==> config.mk <==
export PLATFORM = sky130hd
export DESIGN_NAME = mmio_responder
export DESIGN_NICKNAME = d
export VERILOG_FILES = /design/src/rtl/mmio_pkg.sv /design/src/rtl/mmio_responder_tx_fifo.sv /design/src/rtl/mmio_responder.sv
export SDC_FILE = /design/constraint.sdc
export NUM_CORES = 1
export LEC_CHECK = 0
export BUFFER_PORTS_ARGS = -buffer_cell sky130_fd_sc_hd__buf_2
export CORE_MARGIN = 2
export CORE_UTILIZATION = 58
export CTS_BUF_LIST = sky130_fd_sc_hd__clkbuf_4
export CTS_CLUSTER_DIAMETER = 200
export DETAILED_ROUTE_END_ITERATION = 10
export PLACE_DENSITY = 0.91
export SETUP_SLACK_MARGIN = 0.3
export SYNTH_ARGS = -nofsm -noshare
export SYNTH_HDL_FRONTEND = slang
export SYNTH_SLANG_ARGS = --single-unit
==> constraint.sdc <==
create_clock -name clk -period 12.3 [get_ports clk]
set_input_delay 1.845 -clock clk [delete_from_list [all_inputs] [get_ports clk]]
set_output_delay 1.845 -clock clk [all_outputs]
set_load 0.05 [all_outputs]
==> src/rtl/mmio_pkg.sv <==
// Shared constants for the memory-mapped responder: word offsets and STATUS layout.
package mmio_pkg;

  // Word offsets inside the 16-byte window (Address[3:2]).
  localparam logic [1:0] OFF_TXDATA  = 2'd0;
  localparam logic [1:0] OFF_STATUS  = 2'd1;
  localparam logic [1:0] OFF_CYCLES  = 2'd2;
  localparam logic [1:0] OFF_SCRATCH = 2'd3;

  // STATUS register bit positions.
  localparam int ST_EMPTY  = 0;
  localparam int ST_FULL   = 1;
  localparam int ST_OVF    = 2;
  localparam int ST_CNT_LO = 8;
  localparam int ST_CNT_HI = 15;

endpackage

==> src/rtl/mmio_responder_tx_fifo.sv <==
// Byte transmit FIFO: synchronous pointers, async-reset storage, combinational head.
module tx_fifo #(
  parameter int DEPTH = 4,
  parameter int CW    = $clog2(DEPTH + 1)
) (
  input  logic          clk,
  input  logic          reset,
  input  logic          push,
  input  logic [7:0]    push_data,
  input  logic          pop,
  output logic [7:0]    head,
  output logic [CW-1:0] count,
  output logic          empty,
  output logic          full
);

  localparam int PW = (DEPTH > 1) ? $clog2(DEPTH) : 1;

  logic [7:0]    mem [0:DEPTH-1];
  logic [PW-1:0] wr_ptr;
  logic [PW-1:0] rd_ptr;
  logic          do_push;
  logic          do_pop;

  // Advance a pointer modulo DEPTH.
  function automatic logic [PW-1:0] ptr_inc(input logic [PW-1:0] p);
    if (p == PW'(DEPTH - 1)) begin
      return '0;
    end else begin
      return p + PW'(1);
    end
  endfunction

  // A push into a full FIFO is accepted only when a pop frees a slot on the same edge.
  always_comb begin
    do_push = push & (~full | pop);
    do_pop  = pop & ~empty;
  end

  // Storage, pointers and occupancy count.
  always_ff @(posedge clk or posedge reset) begin
    if (reset) begin
      for (int i = 0; i < DEPTH; i++) begin
        mem[i] <= 8'h00;
      end
      wr_ptr <= '0;
      rd_ptr <= '0;
      count  <= '0;
    end else begin
      if (do_push) begin
        mem[wr_ptr] <= push_data;
        wr_ptr      <= ptr_inc(wr_ptr);
      end
      if (do_pop) begin
        rd_ptr <= ptr_inc(rd_ptr);
      end
      case ({do_push, do_pop})
        2'b10:   count <= count + CW'(1);
        2'b01:   count <= count - CW'(1);
        default: count <= count;
      endcase
    end
  end

  // Head entry and occupancy flags.
  always_comb begin
    head  = mem[rd_ptr];
    empty = (count == '0);
    full  = (count == CW'(DEPTH));
  end

endmodule

==> src/rtl/mmio_responder.sv <==
// CPU-bus responder: 16-byte window with TXDATA FIFO, STATUS, CYCLES counter and SCRATCH.
module mmio_responder
  import mmio_pkg::*;
#(
  parameter logic [31:0] BASE  = 32'h0000_FF00,
  parameter int          DEPTH = 4
) (
  input  logic        clk,
  input  logic        reset,
  input  logic [31:0] Address,
  input  logic        MemWrite,
  input  logic [31:0] WriteDataMem,
  output logic [31:0] rd_data,
  output logic        hit,
  output logic        out_valid,
  output logic [7:0]  out_data,
  input  logic        out_ready
);

  localparam int CW = $clog2(DEPTH + 1);

  logic          hit_now;
  logic [1:0]    off;
  logic          wr;
  logic          push;
  logic          pop;
  logic [7:0]    head;
  logic [CW-1:0] count;
  logic          empty;
  logic          full;
  logic          overflow;
  logic [31:0]   cycles;
  logic [31:0]   scratch;
  logic [31:0]   status;
  logic [31:0]   rd_next;
  logic          unused_addr_lsbs;

  // Byte lane select bits are not decoded; words only.
  assign unused_addr_lsbs = ^Address[1:0];

  // Address decode and write/pop strobes.
  always_comb begin
    hit_now = (Address[31:4] == BASE[31:4]);
    off     = Address[3:2];
    wr      = hit_now & MemWrite;
    push    = wr & (off == OFF_TXDATA);
    pop     = out_valid & out_ready;
  end

  tx_fifo #(
    .DEPTH (DEPTH),
    .CW    (CW)
  ) u_fifo (
    .clk       (clk),
    .reset     (reset),
    .push      (push),
    .push_data (WriteDataMem[7:0]),
    .pop       (pop),
    .head      (head),
    .count     (count),
    .empty     (empty),
    .full      (full)
  );

  // Stream side is driven straight from the FIFO head (no bypass of the write edge).
  always_comb begin
    out_valid = ~empty;
    out_data  = head;
  end

  // Sticky overflow: set on a dropped push, cleared by writing STATUS bit 2.
  always_ff @(posedge clk or posedge reset) begin
    if (reset) begin
      overflow <= 1'b0;
    end else if (wr && (off == OFF_STATUS) && WriteDataMem[ST_OVF]) begin
      overflow <= 1'b0;
    end else if (push && full && !pop) begin
      overflow <= 1'b1;
    end
  end

  // Free-running cycle counter; a CPU write wins its edge.
  always_ff @(posedge clk or posedge reset) begin
    if (reset) begin
      cycles <= 32'h0000_0000;
    end else if (wr && (off == OFF_CYCLES)) begin
      cycles <= WriteDataMem;
    end else begin
      cycles <= cycles + 32'd1;
    end
  end

  // Scratch word.
  always_ff @(posedge clk or posedge reset) begin
    if (reset) begin
      scratch <= 32'h0000_0000;
    end else if (wr && (off == OFF_SCRATCH)) begin
      scratch <= WriteDataMem;
    end
  end

  // STATUS image assembled from the pre-edge FIFO state.
  always_comb begin
    status                      = 32'h0000_0000;
    status[ST_EMPTY]            = empty;
    status[ST_FULL]             = full;
    status[ST_OVF]              = overflow;
    status[ST_CNT_HI:ST_CNT_LO] = 8'(count);
  end

  // Read mux; misses read as zero.
  always_comb begin
    rd_next = 32'h0000_0000;
    if (hit_now) begin
      case (off)
        OFF_TXDATA:  rd_next = 32'h0000_0000;
        OFF_STATUS:  rd_next = status;
        OFF_CYCLES:  rd_next = cycles;
        OFF_SCRATCH: rd_next = scratch;
        default:     rd_next = 32'h0000_0000;
      endcase
    end else begin
      rd_next = 32'h0000_0000;
    end
  end

  // One-cycle registered read path, matching the main memory latency.
  always_ff @(posedge clk or posedge reset) begin
    if (reset) begin
      rd_data <= 32'h0000_0000;
      hit     <= 1'b0;
    end else begin
      rd_data <= rd_next;
      hit     <= hit_now;
    end
  end

endmodule

# After elaboration in Yosys (flattened, before gate mapping)
# Index checks and enable logic that the tools add are counted.
[word_totals]
wordCells = 65
regBits = 137
input_bits = 68
output_inout_bits = 42
[op_classes]
addsub = 5
eq_ne = 9
n_lt_le_gt_ge = 3
bitwise = 10
mux = 14
reduce_logical = 12
[op_table]
columns = ["operator", "n"]
rows = [
  ["32-bit case mux with 4 select lines", 1],
  ["32-bit two-way mux", 2],
  ["32-bit by 1-bit adder with 32-bit output (second input constant)", 1],
  ["32-bit bitwise mux", 1],
  ["28-bit by 12-bit == test with 1-bit output (second input constant)", 1],
  ["8-bit two-way mux", 3],
  ["8-bit binary-select mux with 2-bit select", 1],
  ["8-bit demux with 2-bit select", 1],
  ["2-bit == test (second input constant)", 5],
  ["1-bit logical AND", 7],
  ["3-bit >= comparator (second input constant)", 2],
  ["2-bit inverter with 3-bit output", 2],
  ["3-bit case mux with 2 select lines", 1],
  ["1-bit AND", 5],
  ["2-bit by 1-bit adder with 2-bit output (second input constant)", 2],
  ["2-bit by 1-bit == test with 1-bit output (second input constant)", 2],
  ["2-bit two-way mux", 2],
  ["2-bit nonzero test", 2],
  ["3-bit by 1-bit adder with 3-bit output (second input constant)", 1],
  ["3-bit == test (second input constant)", 1],
  ["3-bit logical NOT", 1],
  ["3-bit by 1-bit less-than comparator with 1-bit output (second input constant)", 1],
  ["3-bit by 1-bit subtractor with 3-bit output (second input constant)", 1],
  ["2-bit logical NOT", 1],
  ["other kinds (4)", 6],
]

# Longest topological paths before layout
[depth]
depth_word = 7
mapped_depth = 11
ltp_nobuf = 10

# Cells and area by module
# A second synthesis with hierarchy kept.
[hier_totals]
hier_cells = 517
area_unflattened_um2 = 6287.3
[modules_own_cells]
columns = ["mod", "cells_each", "area_per_inst_um2", "instances"]
rows = [
  ["mmio_responder", 398, 4458.0, 1],
  ["tx_fifo", 119, 1829.3, 1],
]

# Worst setup path before layout
# Ideal clock, no wire load.
[synth_timing]
path_type = "input to register"
start = "in Address[19]"
end = "reg u_fifo.count[2]"
path_slack_ps = 8517
cell_stages = 10
setup_time_ps = 123
t_arrival_ps = 3660
cell_sequence = "nor4b_1 nand4_1 nor4b_4 inv_1 ha_1 inv_1 fa_1 xor2_1 nor2_1 xnor2_1"
[synth_between]
elab_chain_cells = 6
[synth_rtl]
columns = ["item", "line", "source"]
rows = [
  ["from (decl)", "mmio_responder.sv:10", "input logic [31:0] Address,"],
  ["28-bit by 12-bit == test with 1-bit output (*)", "mmio_responder.sv:43", "hit_now = (Address[31:4] == BASE[31:4]);"],
  ["1-bit AND (*)", "mmio_responder.sv:45", "wr = hit_now & MemWrite;"],
  ["1-bit AND (*)", "mmio_responder.sv:46", "push = wr & (off == OFF_TXDATA);"],
  ["1-bit AND (*)", "mmio_responder_tx_fifo.sv:36", "do_push = push & (~full | pop);"],
  ["2-bit by 1-bit == test with 1-bit output / 2-bit == test (equally long branches)", "mmio_responder_tx_fifo.sv:57", "case ({do_push, do_pop})"],
  ["3-bit case mux with 2 select lines / 2-bit nonzero test (equally long branches)", "-", ""],
  ["to (signal assigned)", "mmio_responder_tx_fifo.sv:58", "2'b10: count <= count + CW'(1);"],
  ["to (signal assigned)", "mmio_responder_tx_fifo.sv:59", "2'b01: count <= count - CW'(1);"],
  ["to (signal assigned)", "mmio_responder_tx_fifo.sv:60", "default: count <= count;"],
  ["to (decl)", "mmio_responder_tx_fifo.sv:12", "output logic [CW-1:0] count,"],
]
# Every way passes the cells marked *; elsewhere a longest branch is shown, timed or not.
# A chain may end at the register's enable or synchronous reset.

# Worst setup path after layout
[layout_timing]
start = "reg u_fifo.rd_ptr[0]"
end = "out out_data[3]"
[layout_between]
elab_chain_cells = 4
[layout_rtl]
columns = ["item", "line", "source"]
rows = [
  ["from (decl)", "mmio_responder_tx_fifo.sv:21", "logic [PW-1:0] rd_ptr;"],
  ["from (signal assigned)", "mmio_responder_tx_fifo.sv:55", "rd_ptr <= ptr_inc(rd_ptr);"],
  ["2-bit inverter with 3-bit output (not written as such)", "mmio_responder_tx_fifo.sv:67", "head = mem[rd_ptr];"],
  ["8-bit binary-select mux with 2-bit select", "mmio_responder_tx_fifo.sv:67", ""],
  ["8-bit two-way mux (not written as such) (2 in a row)", "mmio_responder_tx_fifo.sv:67", ""],
  ["to (decl)", "mmio_responder.sv:16", "output logic [7:0] out_data,"],
]
# Every way passes these cells. The select of a mux whose other input is x is not followed.

==> metrics.md <==
| Metric | Value |
|---|---|
| Core ar. | ~0.010 mm2 |
| Most used flip-flop cell after synthesis | dfrtp_1 |
| Launch instance of the worst register-to-register path | u_fifo.count[0] |
| Cell Area, Synth | between 0.006 and 0.007 mm2 |
| Sequential cell area fraction in the yosys report | 0.550 |
| Post-CTS Setup Repair Bufs | 0 |
| CP startpoint | u_fifo.rd_ptr[0] |
| H-tree depth | 4 |
| Post-route ant nets | 0 |
| Layout overhead on the synthesized area | 14.5% |
| Detailed-placement wirelength estimate | a little over 9000 um |
| Worst Setup Start Kind | flop |
| Row count | 37 |
| Setup TNS | 0 ns |
| Setup Skew | roughly 0.012 ns |
| Synth warn | 0 |
| Diode count | 0 |
| FF/Latch Area | 0.00343 mm2 |
| Slew HR | 0.275 |
| Detailed Route WL | 13200 um |
| Critical path buffer and inverter count | 1 |
| Critical R2R Capture | u_fifo.count[2] |
| Setup WS post-layout | 8.35 ns |
| Hold-fix buffers, CTS | 0 |
| Setup Viol. Count Final | 0 |
| Min cycle time layout | between 3 and 4 ns |
| Required @ worst endpoint | ~10 ns |
| Largest net degree at the start of global routing | a little under 80 |
| Post-Syn Area per Cell | between 10 and 15 um2 |
| Full die area | ~0.012 mm2 |
| Reg2reg path depth | 9 |
| WP depth | 2 |
| I/O pins | 110 |
| Clock root buffer | clkbuf_4 |
| Via density | 5.61 |
| Syn nets | ~600 |
| Initial antenna violation count | 0 |
| Worst VDD drop | around 0.08 mV |
| Crit path capture | out_data[3] |
| Multi-input logic area | approximately 0.0026 mm2 |
| F_max | 253 MHz |
| Routed len/inst | 17.2 um |
| First-pass GRT wire length | ~22000 um |
| WP data arrival | around 2.1 ns |
| Clk_lat worst skew | roughly 0.53 ns |
| Period Utilization, post-route | 0.321 |
| RSZ-0062 raised after global routing | false |
| Total leakage power | about 3.6 nW |
| Critical Path Slowest Stage Cell | dfrtp_1 |
| Share of cells above drive strength 1 | 0.345 |
| Total track usage | 0.248 |
| Fill count | 735 |
| TritonCTS clock tree | yes |
| Run status | finished clean |
| Critical path, cell by cell | mux4_2 -> buf_2 |
| Cell Pwr Density | 121 mW/mm2 |
| First DRT Iteration DRCs | 244 |
| GP Congestion | about 0.85 |
| Post-Synthesis Cells | 518 |
| CP delay by family, top | flip-flops |
| Resize count post-CTS | 0 |
| Hold crit path type | reg -> reg |
| Total power draw | approximately 0.00087 W |
| Nets | around 700 |
| WS Path Type | reg -> out |
| Most frequent cells in the layout | 137 x dfrtp_1, 107 x buf_2, 73 x nor2_1 |
| Synth cell types | 40 |
| CP endpoint kind | primary output |
| Starting Density | 0.601 |
| Number of global-route vias before repair | 4615 |
| Flop2flop setup slack | 9.83 ns |
| TritonCTS buffer count | 17 |
| I/O Buffers | roughly 110 |
| Most common cell after layout, fill and taps aside | dfrtp_1 |
| Setup WS pre-CTS | roughly 8.0 ns |
| Slew @ Worst Pin | 1.09 ns |
| Count of flip-flops with a built-in enable after synthesis | 0 |
| DRC viols | 0 |
| Critical Path Max Stage Delay | between 0.7 and 0.8 ns |
| # Max-Cap Violations | 0 |
| Die Span X | 108 um |
| Flops & latches, synth | 137 |
| Max-slew violations | 0 |
| Crit Path Max Fanout | 11 |
| Clock sink count | roughly 140 |
| First drt pass iteration count | 5 |
| Die Span Y | 108 um |
| Asr flop ratio synth | 1.00 |
| CTS Buffer Depth | 2 |
| Via Count | around 4300 |
| Clk slew on worst S/H paths | 0.11 ns |
| Total gr overflow | 0 |
| Final hold viol count | 0 |
==> report_power, final <==
part	switching [W]	internal, W
sequential	0.0000223	0.000459
clock	0.000156	0.000146
combinational	0.0000450	0.0000384
total	0.000223	0.000644
==> logic make-up after synthesis <==
kind of cell    share of synthesized area
fa+ha+maj                          0.0173
mux                                 0.201
xor+xnor                           0.0464
compound gates                     0.0372
buf+inv                            0.0263
flops                               0.550
simple gates                        0.121
==> Yosys cell counts, drive strengths merged, types with 2 or more instances <==
master | number | area share
a21oi | 34 | 0.027
a31oi | 3 | 0.0030
and3 | 4 | 0.0040
and4 | 5 | 0.0070
and4b | 2 | 0.0032
buf | 10 | 0.0088
clkbuf | 13 | 0.0078
dfrtp | 137 | 0.55
ha | 7 | 0.014
inv | 16 | 0.0096
mux2 | 67 | 0.12
mux2i | 32 | 0.051
mux4 | 8 | 0.029
nand2 | 16 | 0.011
nand3 | 15 | 0.012
nand4 | 7 | 0.0070
nor2 | 74 | 0.046
nor3 | 6 | 0.0048
nor4 | 12 | 0.012
nor4b | 3 | 0.0066
o21ai | 2 | 0.0016
or2 | 2 | 0.0020
or3 | 2 | 0.0020
xnor2 | 20 | 0.028
xor2 | 13 | 0.018
==> layer usage <==
| layer | up-vias | GRT usage | wire, um |
|---|---|---|---|
| met3 | 22 | 0.0533 | 537 |
| met2 | 109 | 0.436 | 7110 |
| met1 | 2162 | 0.299 | 5410 |
| li1 | 2034 | - | - |
| met5 | - | 0 | 0 |
| met4 | 0 | 0.0971 | 195 |
==> stage by stage <==
stage	cells	util	hold WS [ns]	instance area, um2
after CTS	771	0.688	0.503	7140
final	771	0.688	0.496	7140
after global placement	740	0.661	0.468	6850
after detailed placement	740	0.661	0.478	6850
after floorplan	518	-	0.458	6230
after global routing	771	0.688	0.526	7140
==> flip-flops by register name, summed over array words and instances (netlist names) <==
name,count
overflow,1
u_fifo.wr_ptr,2
cycles,32
u_fifo.mem,32
hit,1
u_fifo.count,3
scratch,32
u_fifo.rd_ptr,2
rd_data,32
==> worst min-delay path by stage <==
stage                 from           to  slack, ns  depth (start not counted)
2_1_floorplan  scratch[26]  scratch[26]       0.46                          1
3_3_place_gp   scratch[26]  scratch[26]       0.47                          1
3_5_place_dp   scratch[26]  scratch[26]       0.48                          1
4_1_cts        scratch[26]  scratch[26]       0.50                          1
5_1_grt         scratch[0]   scratch[0]       0.53                          1
6_report       scratch[26]  scratch[26]       0.50                          1
==> layout make-up <==
class,count,area share
inverters,16,0.00877
flip-flops and latches,137,0.480
well taps,136,0.0238
clock inverters,10,0.0179
repair buffers,109,0.0772
clock buffers,21,0.0221
multi-input cells,342,0.370
Note: power is estimated with default switching activity, not from simulation.
